$ cat src/rtl/exec_trace_buffer.sv
// Debug trace FIFO of {PC, ALU} pairs captured on each processor step, with a
// PC-match trigger that stops capture a fixed number of steps after the match.
module exec_trace_buffer #(
  parameter int DEPTH_LOG2   = 4,
  parameter int WRAP         = 1,
  parameter int POST_SAMPLES = 8
) (
  input  logic                  i_clk,
  input  logic                  i_rst,
  input  logic                  i_cpu_tick,
  input  logic [31:0]           i_pc_in,
  input  logic [31:0]           i_alu_in,
  input  logic                  i_freeze,
  input  logic                  i_clr_trace,
  input  logic                  i_trig_en,
  input  logic [31:0]           i_trig_pc,
  input  logic                  i_rd_ready,
  output logic                  o_rd_valid,
  output logic [31:0]           o_rd_pc,
  output logic [31:0]           o_rd_alu,
  output logic [DEPTH_LOG2:0]   o_count,
  output logic                  o_overflow,
  output logic                  o_done
);

  localparam int DEPTH = 1 << DEPTH_LOG2;
  localparam int CW    = DEPTH_LOG2 + 1;
  localparam logic [CW-1:0]         L_DEPTH   = CW'(DEPTH);
  localparam logic [CW-1:0]         L_POST    = CW'(POST_SAMPLES);
  localparam logic [CW-1:0]         L_CNT_ONE = CW'(1);
  localparam logic [DEPTH_LOG2-1:0] L_PTR_ONE = DEPTH_LOG2'(1);
  localparam logic                  L_WRAP_EN = (WRAP != 0);

  localparam logic [1:0] S_ARMED = 2'd0;
  localparam logic [1:0] S_POST  = 2'd1;
  localparam logic [1:0] S_DONE  = 2'd2;

  logic [63:0]           r_mem [DEPTH];
  logic [DEPTH_LOG2-1:0] r_wr_ptr;
  logic [DEPTH_LOG2-1:0] r_rd_ptr;
  logic [CW-1:0]         r_count;
  logic                  r_overflow;
  logic [1:0]            r_state;
  logic [CW-1:0]         r_post_cnt;

  logic                  w_full;
  logic                  w_valid;
  logic                  w_push;
  logic                  w_pop;
  logic                  w_match;
  logic                  w_write;
  logic [DEPTH_LOG2-1:0] w_wr_ptr_nxt;
  logic [DEPTH_LOG2-1:0] w_rd_ptr_nxt;
  logic [CW-1:0]         w_count_nxt;
  logic                  w_ovf_set;
  logic [1:0]            w_state_nxt;
  logic [CW-1:0]         w_post_nxt;

  assign w_full  = (r_count == L_DEPTH);
  assign w_valid = (r_count != {CW{1'b0}});
  assign w_push  = i_cpu_tick & ~i_freeze & (r_state != S_DONE);
  assign w_pop   = w_valid & i_rd_ready;
  assign w_match = i_trig_en & (i_pc_in == i_trig_pc);
  // A push into a full buffer is only stored if a pop frees a slot or wrap mode overwrites the oldest.
  assign w_write = w_push & (w_pop | ~w_full | L_WRAP_EN);

  // Pointer, occupancy and overflow next-state
  always_comb begin
    w_wr_ptr_nxt = r_wr_ptr;
    w_rd_ptr_nxt = r_rd_ptr;
    w_count_nxt  = r_count;
    w_ovf_set    = 1'b0;
    if (w_push && w_pop) begin
      w_wr_ptr_nxt = r_wr_ptr + L_PTR_ONE;
      w_rd_ptr_nxt = r_rd_ptr + L_PTR_ONE;
    end else if (w_push && !w_full) begin
      w_wr_ptr_nxt = r_wr_ptr + L_PTR_ONE;
      w_count_nxt  = r_count + L_CNT_ONE;
    end else if (w_push) begin
      w_ovf_set = 1'b1;
      if (L_WRAP_EN) begin
        w_wr_ptr_nxt = r_wr_ptr + L_PTR_ONE;
        w_rd_ptr_nxt = r_rd_ptr + L_PTR_ONE;
      end else begin
        w_wr_ptr_nxt = r_wr_ptr;
      end
    end else if (w_pop) begin
      w_rd_ptr_nxt = r_rd_ptr + L_PTR_ONE;
      w_count_nxt  = r_count - L_CNT_ONE;
    end else begin
      w_count_nxt = r_count;
    end
  end

  // Trigger FSM next-state
  always_comb begin
    w_state_nxt = r_state;
    w_post_nxt  = r_post_cnt;
    case (r_state)
      S_ARMED: begin
        if (w_push && w_match) begin
          if (L_POST == {CW{1'b0}}) begin
            w_state_nxt = S_DONE;
          end else begin
            w_state_nxt = S_POST;
            w_post_nxt  = L_POST;
          end
        end else begin
          w_state_nxt = S_ARMED;
        end
      end
      S_POST: begin
        if (w_push) begin
          w_post_nxt = r_post_cnt - L_CNT_ONE;
          if (r_post_cnt == L_CNT_ONE) begin
            w_state_nxt = S_DONE;
          end else begin
            w_state_nxt = S_POST;
          end
        end else begin
          w_state_nxt = S_POST;
        end
      end
      S_DONE:  w_state_nxt = S_DONE;
      default: w_state_nxt = S_ARMED;
    endcase
  end

  // Control state registers; clear overrides any same-cycle push or pop
  always_ff @(posedge i_clk) begin
    if (i_rst || i_clr_trace) begin
      r_wr_ptr   <= {DEPTH_LOG2{1'b0}};
      r_rd_ptr   <= {DEPTH_LOG2{1'b0}};
      r_count    <= {CW{1'b0}};
      r_overflow <= 1'b0;
      r_state    <= S_ARMED;
      r_post_cnt <= {CW{1'b0}};
    end else begin
      r_wr_ptr   <= w_wr_ptr_nxt;
      r_rd_ptr   <= w_rd_ptr_nxt;
      r_count    <= w_count_nxt;
      r_overflow <= r_overflow | w_ovf_set;
      r_state    <= w_state_nxt;
      r_post_cnt <= w_post_nxt;
    end
  end

  // Trace storage, not reset
  always_ff @(posedge i_clk) begin
    if (w_write && !i_rst && !i_clr_trace) begin
      r_mem[r_wr_ptr] <= {i_pc_in, i_alu_in};
    end
  end

  assign o_rd_valid = w_valid;
  assign o_rd_pc    = w_valid ? r_mem[r_rd_ptr][63:32] : 32'd0;
  assign o_rd_alu   = w_valid ? r_mem[r_rd_ptr][31:0]  : 32'd0;
  assign o_count    = r_count;
  assign o_overflow = r_overflow;
  assign o_done     = (r_state == S_DONE);

endmodule

$ cat config.mk
export PLATFORM = sky130hd
export DESIGN_NAME = exec_trace_buffer
export DESIGN_NICKNAME = d
export VERILOG_FILES = /design/src/rtl/exec_trace_buffer.sv
export SDC_FILE = /design/constraint.sdc
export NUM_CORES = 1
export LEC_CHECK = 0
export ABC_AREA = 0
export BUFFER_PORTS_ARGS = -buffer_cell sky130_fd_sc_hd__buf_2
export CELL_PAD_IN_SITES_DETAIL_PLACEMENT = 1
export CELL_PAD_IN_SITES_GLOBAL_PLACEMENT = 2
export CORE_UTILIZATION = 45
export DETAILED_ROUTE_END_ITERATION = 10
export GPL_TIMING_DRIVEN = 0
export PLACE_DENSITY_LB_ADDON = 0.08
export SYNTH_ARGS = -nofsm -noshare
export SYNTH_HDL_FRONTEND = slang
export SYNTH_SLANG_ARGS = --single-unit
$ cat constraint.sdc
create_clock -name i_clk -period 5 [get_ports i_clk]
set_input_delay 1 -clock i_clk [delete_from_list [all_inputs] [get_ports i_clk]]
set_output_delay 1 -clock i_clk [all_outputs]
set_load 0.01 [all_outputs]
==> results.json <==
{
  "status": "finished, violations left",
  "violations": "DRC",
  "first_iter_violations": 1478,
  "startpoint_type": "register",
  "dpl.hpwl_mm": 65.3,
  "placed_cell_area_sq_um": 44000,
  "leakage_nw": 14.8,
  "finalHoldViolations": 0,
  "synth_edf_count": 1024,
  "worst_pin_slew_ns": 1.17,
  "grt.met2_usage_pct": 40.8,
  "reg2reg_slack_ns": 1.68,
  "route.detailed.drc": 14,
  "setup_viol": 0,
  "skew_ns": 0.0197,
  "cp.arrival_ns": 3.86,
  "fin_crit_sh_pct": 97.1,
  "power_mw": 19.0,
  "synthFlopType": "edfxtp_1",
  "dieArea_sq_um": 91200,
  "gp_congestion": 0.741,
  "yosysWarnings": 0,
  "path_cells": "clkbuf_1, clkbuf_1, mux4_2, mux4_2, nor2b_1, buf_2",
  "fin_area_sq_um": 47700,
  "cts_setup_buffers": 0,
  "powerDensity_nw_per_um2": 399,
  "met1_usage_pct": 31.2,
  "grt_max_degree": 22,
  "syn_area_per_cell_sq_um": 23.9,
  "fillerInstances": 7559,
  "max-cap-violations": 0,
  "synth_seq_area_share_pct": 77.1,
  "die_h_um": 302,
  "fmax_mhz": 206,
  "wire_per_inst_um": 31.4,
  "synthDistinctLibCells": 43,
  "hp-start": "o_overflow",
  "pre_cts_ws_ns": 0.743,
  "cts_tree": "done",
  "cts_buffers": 112,
  "layoutNonFillerInstCount": 3297,
  "io_buffers": 174,
  "path_clk_slew_ns": 0.06,
  "r2r_end": "r_mem[10][60]",
  "cts_root_buf": "clkbuf_16",
  "io_pins": 175,
  "synthArstFlopShare_pct": 0,
  "synthCells": 1698,
  "worstPathMaxFanout": 10,
  "vias": 19000,
  "syn_to_final_growth_pct": 17.8,
  "hold_depth": 2,
  "hp-class": "reg -> reg",
  "grt_pass1_wl_mm": 148,
  "num_rows": 109,
  "start_util_pct": 45.6,
  "slew_headroom_pct": 22.2,
  "finalSetupTns_ns": 0,
  "die_w_um": 302,
  "grt-ovfl-total": 0,
  "grt_antenna_before_repair": 6,
  "syn_nets": 1812,
  "rr_worst_depth": 8,
  "drtPass1Iterations": 10,
  "clock_sinks": 1049,
  "crit_slowest_cell": "clkbuf_1",
  "final_cell_mix": "edfxtp_1, mux4_2, buf_2, clkbuf_16, nor2b_1",
  "synth_seq_cells": 1049,
  "routed_wl_mm": 103,
  "crit_required_ns": 4.00,
  "use_met3_pct": 3.15,
  "htreeDepth": 3,
  "ir_worst_vdd_v": 0.000317,
  "worstReg2RegStart": "r_state[0]",
  "top_usage_layer": "met2",
  "holdPathEnd": "o_overflow",
  "core_sq_um": 88800,
  "final_common_cell": "edfxtp_1",
  "ff_latch_area_sq_um": 31300,
  "vias_per_cell": 5.76,
  "antenna_left": 0,
  "synth.cell_area_sq_um": 40500,
  "rsz0062_at_grt": "false",
  "final.setup.worst_slack_ns": 0.144,
  "clock_latency_ns": 0.68,
  "cts_buffer_depth": 3,
  "critPathKind": "reg -> out",
  "cp-end-kind": "output port",
  "layout-drive-gt1-share_pct": 35.7,
  "dp.cells": 3089,
  "layout_min_cycle_time_ns": 4.86,
  "slowest_delay_ns": 0.79,
  "num-nets-final": 2152,
  "grt_use_total_pct": 23.3,
  "grt_pass1_vias": 20500,
  "slew_viol_final": 0,
  "multi_input_area_sq_um": 8910
}
repair_timing:
item,4_1_cts,5_1_grt
hold endpoints to repair,0,0
resized for setup,1,0
endpoints found under the setup margin,1,0
hold buffers,0,0
sequential cells by signal, summed over array words and instances, names as in the netlist, named ones only:
name        cells
r_mem        1024
o_count         5
o_overflow      1
r_post_cnt      5
r_state         2
r_wr_ptr        4
r_rd_ptr        4
cell type report:
| cell class | count | area share, % |
|---|---|---|
| clock inverter | 64 | 1.48 |
| inverter | 10 | 0.0787 |
| clock buffer | 139 | 6.20 |
| antenna | 5 | 0.0262 |
| multi-input combinational | 555 | 18.7 |
| buffer | 84 | 0.944 |
| tap | 1165 | 3.05 |
| timing repair buffer | 226 | 4.06 |
| sequential | 1049 | 65.5 |
critical path, delay by kind of cell (launching register included):
family | cells | cell delay [ns]
buffers and inverters | 3 | 1.72
muxes | 2 | 0.89
DFF | 1 | 0.35
and+or+nand+nor | 1 | 0.21
worst max path at each step:
| stage | startpoint | end | slack (ns) | depth (start not counted) |
|---|---|---|---|---|
| after floorplan | i_freeze | r_mem[12][0] | 0.03 | 5 |
| after global placement | i_freeze | r_mem[14][54] | -4.67 | 6 |
| after detailed placement | o_count[0] | o_rd_alu[20] | 0.74 | 7 |
| after CTS | register | o_rd_pc[30] | 0.06 | 6 |
| after global routing | register | o_rd_pc[30] | 0.03 | 6 |
| final | register | o_rd_pc[30] | 0.14 | 6 |
cells in the mapped netlist (all sizes together) (5+ instances only):
cell type / number / area share (%)
nor2b: 67 / 1.0
xor2: 9 / 0.19
o21ai: 5 / 0.062
inv: 10 / 0.093
dfxtp: 25 / 1.2
edfxtp: 1024 / 76
nand4: 11 / 0.17
buf: 46 / 0.76
ha: 10 / 0.31
clkbuf: 38 / 0.35
xnor2: 33 / 0.71
nand2: 8 / 0.074
a21oi: 9 / 0.11
mux4: 320 / 18
nor2: 35 / 0.32
where the power goes:
part	leakage [nW]	total, mW	switching (mW)	internal (mW)
Sequential	9.41	9.67	0.00889	9.66
Clock	1.79	8.30	3.36	4.94
Combinational	3.60	1.05	0.627	0.426
Total	14.8	19.0	4.00	15.0
routing by layer:
layer	share of wire, %	vias up	wire, um
li1	-	7945	-
met1	41	10400	42800
met2	53	497	54300
met3	4.1	138	4290
met4	1.9	2	1930
met5	0.013	-	13
cells by family after synthesis:
kind of cell             Yosys count  synth area share, %
XOR/XNOR                          42                0.908
multiplexers                     324                 17.9
flip-flops                      1049                 77.1
buffers and inverters             94                 1.20
AND/OR/NAND/NOR                  148                 2.03
adder cells (fa/ha/maj)           11                0.358
AO/OA/AOI/OAI                     30                0.488
through the flow:
stage	util [%]	hold WS, ns
after floorplan	-	0.481
after CTS	53.7	0.510
after detailed placement	49.6	0.495
after global placement	48.3	0.475
final	53.7	0.505
after global routing	53.7	0.560
Note: power is estimated with default switching activity, not from simulation.
